[src/rtl/i2c_pkg.sv]
`default_nettype none
// ============================================================================
// Module   : i2c_pkg
// Purpose  : Shared types and constants for the I2C temperature responder
//            and its bus front end.
// Revision : 1.0 - initial release
// ============================================================================
package i2c_pkg;

    // Responder protocol states, 3-bit encoding
    typedef enum logic [2:0] {
        ST_IDLE       = 3'd0,
        ST_ADDRESS    = 3'd1,
        ST_ADDR_ACK   = 3'd2,
        ST_READ_BYTE  = 3'd3,
        ST_MASTER_ACK = 3'd4,
        ST_WRITE_BYTE = 3'd5,
        ST_WRITE_ACK  = 3'd6,
        ST_IGNORE     = 3'd7
    } state_e;

    // Level of SDA during the acknowledge bit
    localparam logic ACK  = 1'b0;
    localparam logic NACK = 1'b1;

    // Target address used when the instantiating level does not override it
    localparam logic [6:0] DEFAULT_ADDRESS = 7'h48;

endpackage : i2c_pkg
`default_nettype wire

[src/rtl/i2c_bus_sync.sv]
`default_nettype none
// ============================================================================
// Module   : i2c_bus_sync
// Purpose  : Synchronises raw SCL/SDA to the system clock and derives
//            one-cycle SCL edge pulses plus START/STOP conditions.
// Revision : 1.0 - initial release
// ============================================================================
module i2c_bus_sync #(
    parameter int SYNC_STAGES = 2
) (
    input  logic clk_i,
    input  logic rst_ni,
    input  logic scl_i,
    input  logic sda_i,
    output logic sda_o,
    output logic scl_rise_o,
    output logic scl_fall_o,
    output logic start_o,
    output logic stop_o
);

    logic [SYNC_STAGES-1:0] scl_sync_q;
    logic [SYNC_STAGES-1:0] sda_sync_q;
    logic                   scl_prev_q;
    logic                   sda_prev_q;
    logic                   scl_s;
    logic                   sda_s;

    // Synchroniser chains plus one history flop per line; idle bus is high,
    // so reset to 1 to avoid phantom edges when reset is released
    always_ff @(posedge clk_i) begin
        if (!rst_ni) begin
            scl_sync_q <= '1;
            sda_sync_q <= '1;
            scl_prev_q <= 1'b1;
            sda_prev_q <= 1'b1;
        end else begin
            scl_sync_q <= {scl_sync_q[SYNC_STAGES-2:0], scl_i};
            sda_sync_q <= {sda_sync_q[SYNC_STAGES-2:0], sda_i};
            scl_prev_q <= scl_s;
            sda_prev_q <= sda_s;
        end
    end

    assign scl_s = scl_sync_q[SYNC_STAGES-1];
    assign sda_s = sda_sync_q[SYNC_STAGES-1];

    assign sda_o      = sda_s;
    assign scl_rise_o = scl_s & ~scl_prev_q;
    assign scl_fall_o = ~scl_s & scl_prev_q;
    // SDA may only move while SCL is high for START/STOP; require SCL high
    // on both samples so an SDA change racing an SCL edge is not mistaken
    assign start_o    = scl_s & scl_prev_q & sda_prev_q & ~sda_s;
    assign stop_o     = scl_s & scl_prev_q & ~sda_prev_q & sda_s;

endmodule : i2c_bus_sync
`default_nettype wire

[src/rtl/i2c_temp_responder.sv]
`default_nettype none
// ============================================================================
// Module   : i2c_temp_responder
// Purpose  : I2C target emulating a 16-bit temperature sensor. Returns the
//            temperature captured at the read-address ACK (MSB byte first,
//            alternating bytes on ACK) and accepts pointer-byte writes.
// Revision : 1.0 - initial release
// ============================================================================
module i2c_temp_responder
    import i2c_pkg::*;
#(
    parameter logic [6:0] ADDRESS     = DEFAULT_ADDRESS,
    parameter int         SYNC_STAGES = 2
) (
    input  logic        clk_i,
    input  logic        rst_ni,
    input  logic        scl_i,
    input  logic        sda_i,
    input  logic [15:0] temperature_i,
    output logic        sda_drive_low_o,
    output logic        busy_o,
    output logic [7:0]  pointer_o,
    output logic        read_done_o
);

    logic sda_s;
    logic scl_rise;
    logic scl_fall;
    logic bus_start;
    logic bus_stop;

    i2c_bus_sync #(
        .SYNC_STAGES (SYNC_STAGES)
    ) u_bus_sync (
        .clk_i      (clk_i),
        .rst_ni     (rst_ni),
        .scl_i      (scl_i),
        .sda_i      (sda_i),
        .sda_o      (sda_s),
        .scl_rise_o (scl_rise),
        .scl_fall_o (scl_fall),
        .start_o    (bus_start),
        .stop_o     (bus_stop)
    );

    state_e      state_q,     state_d;
    logic [2:0]  cnt_q,       cnt_d;        // bit position within the byte
    logic        done_q,      done_d;       // 8 bits shifted / ACK seen
    logic [7:0]  shift_q,     shift_d;
    logic [15:0] temp_q,      temp_d;
    logic        byte_idx_q,  byte_idx_d;   // 0 = MSB byte, 1 = LSB byte
    logic        drive_q,     drive_d;
    logic        busy_q,      busy_d;
    logic [7:0]  pointer_q,   pointer_d;
    logic        read_done_q, read_done_d;

    // Index of the next bit in the current byte and of the next byte's MSB
    logic [3:0]  next_bit_idx;
    logic [3:0]  next_msb_idx;
    assign next_bit_idx = {~byte_idx_q, cnt_q - 3'd1};
    assign next_msb_idx = {byte_idx_q, 3'd7};

    // State and datapath registers
    always_ff @(posedge clk_i) begin
        if (!rst_ni) begin
            state_q     <= ST_IDLE;
            cnt_q       <= 3'd7;
            done_q      <= 1'b0;
            shift_q     <= 8'h00;
            temp_q      <= 16'h0000;
            byte_idx_q  <= 1'b0;
            drive_q     <= 1'b0;
            busy_q      <= 1'b0;
            pointer_q   <= 8'h00;
            read_done_q <= 1'b0;
        end else begin
            state_q     <= state_d;
            cnt_q       <= cnt_d;
            done_q      <= done_d;
            shift_q     <= shift_d;
            temp_q      <= temp_d;
            byte_idx_q  <= byte_idx_d;
            drive_q     <= drive_d;
            busy_q      <= busy_d;
            pointer_q   <= pointer_d;
            read_done_q <= read_done_d;
        end
    end

    // Protocol sequencing; bus conditions override any coincident SCL edge
    always_comb begin
        state_d     = state_q;
        cnt_d       = cnt_q;
        done_d      = done_q;
        shift_d     = shift_q;
        temp_d      = temp_q;
        byte_idx_d  = byte_idx_q;
        drive_d     = drive_q;
        busy_d      = busy_q;
        pointer_d   = pointer_q;
        read_done_d = 1'b0;

        if (bus_stop) begin
            state_d = ST_IDLE;
            drive_d = 1'b0;
            busy_d  = 1'b0;
            done_d  = 1'b0;
        end else if (bus_start) begin
            state_d = ST_ADDRESS;
            cnt_d   = 3'd7;
            done_d  = 1'b0;
            drive_d = 1'b0;
            busy_d  = 1'b0;
        end else begin
            case (state_q)
                ST_ADDRESS: begin
                    if (scl_rise) begin
                        shift_d = {shift_q[6:0], sda_s};
                        cnt_d   = cnt_q - 3'd1;
                        if (cnt_q == 3'd0) begin
                            done_d = 1'b1;
                        end
                    end else if (scl_fall && done_q) begin
                        done_d = 1'b0;
                        if (shift_q[7:1] == ADDRESS) begin
                            state_d = ST_ADDR_ACK;
                            drive_d = 1'b1;
                            busy_d  = 1'b1;
                        end else begin
                            state_d = ST_IGNORE;
                            drive_d = 1'b0;
                        end
                    end
                end
                ST_ADDR_ACK: begin
                    if (scl_fall) begin
                        cnt_d = 3'd7;
                        if (shift_q[0]) begin
                            temp_d     = temperature_i;
                            byte_idx_d = 1'b0;
                            drive_d    = ~temperature_i[15];
                            state_d    = ST_READ_BYTE;
                        end else begin
                            drive_d = 1'b0;
                            done_d  = 1'b0;
                            state_d = ST_WRITE_BYTE;
                        end
                    end
                end
                ST_READ_BYTE: begin
                    // Open-drain: a 1 is released, never driven high
                    if (scl_fall) begin
                        if (cnt_q == 3'd0) begin
                            drive_d = 1'b0;
                            done_d  = 1'b0;
                            state_d = ST_MASTER_ACK;
                        end else begin
                            cnt_d   = cnt_q - 3'd1;
                            drive_d = ~temp_q[next_bit_idx];
                        end
                    end
                end
                ST_MASTER_ACK: begin
                    if (scl_rise) begin
                        if (sda_s == ACK) begin
                            done_d = 1'b1;
                        end else begin
                            read_done_d = 1'b1;
                            state_d     = ST_IGNORE;
                        end
                    end else if (scl_fall && done_q) begin
                        done_d     = 1'b0;
                        byte_idx_d = ~byte_idx_q;
                        cnt_d      = 3'd7;
                        drive_d    = ~temp_q[next_msb_idx];
                        state_d    = ST_READ_BYTE;
                    end
                end
                ST_WRITE_BYTE: begin
                    if (scl_rise) begin
                        shift_d = {shift_q[6:0], sda_s};
                        cnt_d   = cnt_q - 3'd1;
                        if (cnt_q == 3'd0) begin
                            done_d = 1'b1;
                        end
                    end else if (scl_fall && done_q) begin
                        done_d    = 1'b0;
                        pointer_d = shift_q;
                        drive_d   = 1'b1;
                        state_d   = ST_WRITE_ACK;
                    end
                end
                ST_WRITE_ACK: begin
                    if (scl_fall) begin
                        drive_d = 1'b0;
                        cnt_d   = 3'd7;
                        state_d = ST_WRITE_BYTE;
                    end
                end
                ST_IDLE, ST_IGNORE: begin
                    drive_d = 1'b0;
                end
                default: begin
                    state_d = ST_IDLE;
                    drive_d = 1'b0;
                end
            endcase
        end
    end

    // Release the bus combinationally when reset is asserted or a bus
    // condition is seen, so SDA is never held across either event
    assign sda_drive_low_o = drive_q & rst_ni & ~bus_start & ~bus_stop;
    assign busy_o          = busy_q;
    assign pointer_o       = pointer_q;
    assign read_done_o     = read_done_q;

endmodule : i2c_temp_responder
`default_nettype wire
[config.mk]
export PLATFORM = sky130hd
export DESIGN_NAME = i2c_temp_responder
export DESIGN_NICKNAME = d
export VERILOG_FILES = /design/src/rtl/i2c_pkg.sv /design/src/rtl/i2c_bus_sync.sv /design/src/rtl/i2c_temp_responder.sv
export SDC_FILE = /design/constraint.sdc
export NUM_CORES = 1
export LEC_CHECK = 0
export CAP_MARGIN = 25
export CORE_ASPECT_RATIO = 1.4
export CORE_UTILIZATION = 40
export DETAILED_ROUTE_END_ITERATION = 10
export GPL_TIMING_DRIVEN = 0
export HOLD_SLACK_MARGIN = 0.02
export PLACE_DENSITY_LB_ADDON = 0.12
export SYNTH_ARGS = -nofsm -noshare
export SYNTH_HDL_FRONTEND = slang
export SYNTH_SLANG_ARGS = --single-unit
[constraint.sdc]
create_clock -name clk_i -period 5 [get_ports clk_i]
set_clock_uncertainty 0.1 [all_clocks]
set_input_delay 1 -clock clk_i [delete_from_list [all_inputs] [get_ports clk_i]]
set_output_delay 1 -clock clk_i [all_outputs]
set_load 0.005 [all_outputs]
# After elaboration in Yosys (flattened, before gate mapping)
# Cells that the tools add are included.
dict set report totals {
  ff_bits 49
  inputBits 20
}
dict set report classes {
  n_reduce_logical 24
  n_addsub 1
  muxes 56
  eq_ne 39
  n_bitwise 23
  n_lt_le_gt_ge 2
}
# op n
set ops {}
lappend ops {{$mux W3} 20}
lappend ops {{$ne A3 B3 Y1 const B} 13}
lappend ops {{$mux W1} 30}
lappend ops {{$ne A2 B2 Y1 const B} 12}
lappend ops {{$reduce_and A11 Y1} 2}
lappend ops {{$pmux W3 S6} 1}
lappend ops {{$reduce_and A7 Y1} 2}
lappend ops {{$not A1 Y1} 13}
lappend ops {{$eq A3 B3 Y1 const B} 4}
lappend ops {{$pmux W3 S4} 1}
lappend ops {{$and A1 B1 Y1} 10}
lappend ops {{$lt A4 B5 Y1 const B} 2}
lappend ops {{$reduce_and A5 Y1} 2}
lappend ops {{$reduce_and A9 Y1} 1}
lappend ops {{$reduce_and A4 Y1} 2}
lappend ops {{$reduce_and A8 Y1} 1}
lappend ops {{$reduce_or A2 Y1} 4}
lappend ops {{$eq A7 B7 Y1 const B} 1}
lappend ops {{$pmux W1 S7} 1}
lappend ops {{$reduce_bool A7 Y1} 1}
lappend ops {{$eq A3 B2 Y1 const B} 2}
lappend ops {{$logic_not A3 Y1} 2}
lappend ops {{$ne A3 B1 Y1 const B} 2}
lappend ops {{$ne A3 B2 Y1 const B} 2}
lappend ops {{other kinds (14)} 14}

# Depth between registers and ports, before layout
dict set report logic_depth {
  ltp_word 7
  ltp_mapped 8
  depth_no_buf 7
}

# Modules after synthesis
# From an unflattened synthesis, not the netlist that was laid out.
dict set report hier_totals {
  hier_cells 260
  area_unflattened_um2 2433.6
}
# module seq_area_each_um2 area_each_um2 instances cells_per_inst
set modules_own_cells {}
lappend modules_own_cells {i2c_temp_responder 860.8 2243.4 1 244}
lappend modules_own_cells {i2c_bus_sync 120.1 190.2 1 16}

# Worst setup path before layout
# No wires, ideal clock.
dict set report synth_path {
  path_type {input -> output}
  from {input port rst_ni}
  to {output port sda_drive_low_o}
  path_slack_ns 2.580
  stages 2
  t_required_ns 3.900
  arrival_ns 1.320
  cell_sequence {o21a_1 -> and2_1}
}
dict set report synth_via {
  elab_chain_len 3
}
# item line_no
set synth_lines {}
lappend synth_lines {{start: declaration} i2c_temp_responder.sv:16} ;# input logic rst_ni,
lappend synth_lines {{$and A1 B1 Y1 (3 in series)} i2c_temp_responder.sv:213} ;# assign sda_drive_low_o = drive_q & rst_ni & ~bus_start & ~bus_stop;
lappend synth_lines {{end: declaration} i2c_temp_responder.sv:20} ;# output logic sda_drive_low_o,
# No other way between the ends.

# Worst setup path after layout
# Ends and elaborated chain as after synthesis.

==> out/qor.yml <==
status: "finished clean"
drive_above_1_share_pct: 8.03
final_nets: 320
yosysWarnings: 0
die_h_um: 93.6
stdcell_count: 369
reg2reg_setup_slack_ps: 3010
first_pass_iters: 4
mostFrequentLayoutCells: "49 x dfxtp_1, 42 x nand2_1, 30 x clkdlybuf4s50_1, 20 x nor2b_1, 20 x mux2i_1"
vias_per_cell: 5.30
grt_pass1_vias: 1826
min_to: "u_bus_sync.scl_sync_q[1]$_SDFF_PN1_"
worstSetupStartpointType: "input port"
hold_buffers: 0
drt-met1-wl_mm: 2.24
drt_iter0_drc: 81
maxSlewHeadroom_pct: 62.8
min_path_cells: 1
cp-end-kind: "primary output"
wl_met2_mm: 2.61
clkSinkCount: 49
drc_errors: 0
gp_congestion: 0.916
crit_fanout: 7
finalSetupViolCount: 0
grt_pass1_wl_mm: 8.55
setup_tns_ps: 0
drv_slew: 0
cts_resized: 0
track_usage_pct: 18.4
layout_commonest_cell: "dfxtp_1"
syn_nets: 283
hold_start: "u_bus_sync.scl_sync_q[0]$_SDFF_PN1_"
hold_class: "flop to flop"
vias: 1954
dieArea_um2: 6310
hpwl_mm: 3.76
netlist_instances: 261
fillCellCount: 577
ir_drop_v: 0.000114
arrival_ps: 2600
worst_ep_required_time_ps: 3900
cts_tree: "built"
power.density_nw_per_um2: 242
grt_max_degree: 18
top_layer: "met4"
rsz0062_at_grt: "no"
diodes: 0
wl_mm: 5.17
synth.distinct_cells: 50
min_period_over_period_pct: 74.0
die_w_um: 67.4
ys.flop_type: "dfxtp_1"
r2r-end: "drive_q$_SDFFE_PP0P_"
antenna_found_initial: 0
post_cts_buffers: 0
wl_per_cell_um: 14.0
p_leak_nw: 0.990
clk_path_buf_depth: 2
port_buffers: 30
pin_count: 31
worstMarginPinSlew_ps: 556
cts_buffers: 5
fp.coreArea_um2: 5820
grt_overflow: 0
drv_cap: 0
criticalPathCategory: "input port to primary output"
final_util_pct: 49.5
hold_viol: 0
ys_seq_area_share_pct: 40.9
place_inst: 361
timing.rr.start: "cnt_q[0]$_SDFFE_PN1P_"
h-tree-depth: 2
fmax_mhz: 270
met3WireLength_um: 163
syn_area_um2: 2400
ys_seq_elements: 49
clock_latency_ps: 320
p_total_mw: 0.698
initial_core_util_pct: 41.2
root_buffer: "clkbuf_8"
path_clk_slew_ps: 90
async_reset_ff_share_pct: 0
synth.avg_cell_area_um2: 9.18
worstRegToRegCells: 8
period_needed_ps: 3700
synth_edf_count: 0
row_count: 33
area_growth_pct: 20.2
antenna_left: 0
==> synthesized netlist by cell type, drive strengths merged, types with 4 or more instances <==
master	count	area (um^2)
nor3	4	31.3
a21oi	7	38.8
inv	6	22.5
nand3	4	20.0
and2	5	31.3
buf	9	56.3
clkbuf	5	18.8
o21ai	15	75.1
nand2	42	158
nor2	7	28.8
mux4	4	105
a21boi	16	120
dfxtp	49	981
nand2b	9	56.3
mux2i	20	200
nor2b	20	125
==> critical path, cell delays in order <==
cell             delay, ps
clkdlybuf4s50_1        610
o21a_1                 320
and2_1                 180
clkdlybuf4s50_1        490
==> metrics by stage <==
step / worst slack [ps] / cell area (um^2) / hold WS [ps]
global route: 1220 / 2880 / 340
floorplan: 2580 / 2400 / 286
CTS: 1310 / 2880 / 321
finish: 1300 / 2880 / 315
global placement: 1310 / 2780 / 289
detailed placement: 1300 / 2780 / 297
==> where the power goes <==
| part | leakage, nW | switching (mW) | internal (mW) |
|---|---|---|---|
| Combinational | 0.552 | 0.0214 | 0.0271 |
| Clock | 0.0423 | 0.152 | 0.102 |
| Sequential | 0.396 | 0.00199 | 0.393 |
==> worst max-delay path by stage <==
stage / start / to
after CTS: rst_ni / sda_drive_low_o
after detailed placement: rst_ni / sda_drive_low_o
after global routing: rst_ni / sda_drive_low_o
after global placement: rst_ni / sda_drive_low_o
after floorplan: rst_ni / sda_drive_low_o
final: rst_ni / sda_drive_low_o
==> per-layer routing <==
layer	track usage, %	vias up
li1	-	987
met1	21.3	906
met2	31.1	49
met3	3.41	12
met4	9.75	0
met5	0	-
==> flip-flops by register name (all words and copies together), names as in the netlist <==
signal / cells
temp_q: 16
pointer_o: 8
shift_q: 8
cnt_q: 3
state_q: 3
u_bus_sync.scl_sync_q: 2
u_bus_sync.sda_sync_q: 2
busy_o: 1
byte_idx_q: 1
done_q: 1
drive_q: 1
read_done_o: 1
u_bus_sync.scl_prev_q: 1
u_bus_sync.sda_prev_q: 1
==> area by class of cell <==
cell class | instances | area, um^2 | share of cell area (%)
well taps | 70 | 87.6 | 3.04
repair buffers | 30 | 300 | 10.4
clock inverters | 3 | 26.3 | 0.913
multi-input cells | 192 | 1320 | 45.8
flip-flops and latches | 49 | 981 | 34.1
inverters | 6 | 22.5 | 0.782
plain buffers | 14 | 75.1 | 2.61
clock buffers | 5 | 68.8 | 2.39
==> logic make-up after synthesis <==
kind of cell | count (synthesis) | synth area share, %
AND/OR/NAND/NOR | 104 | 23.1
buffers and inverters | 20 | 4.07
adder cells (fa/ha/maj) | 2 | 1.04
AO/OA/AOI/OAI | 59 | 16.9
multiplexers | 25 | 13.2
flip-flops | 49 | 40.9
XOR/XNOR | 2 | 0.731
No activity file was read; power rests on OpenSTA's default activity.
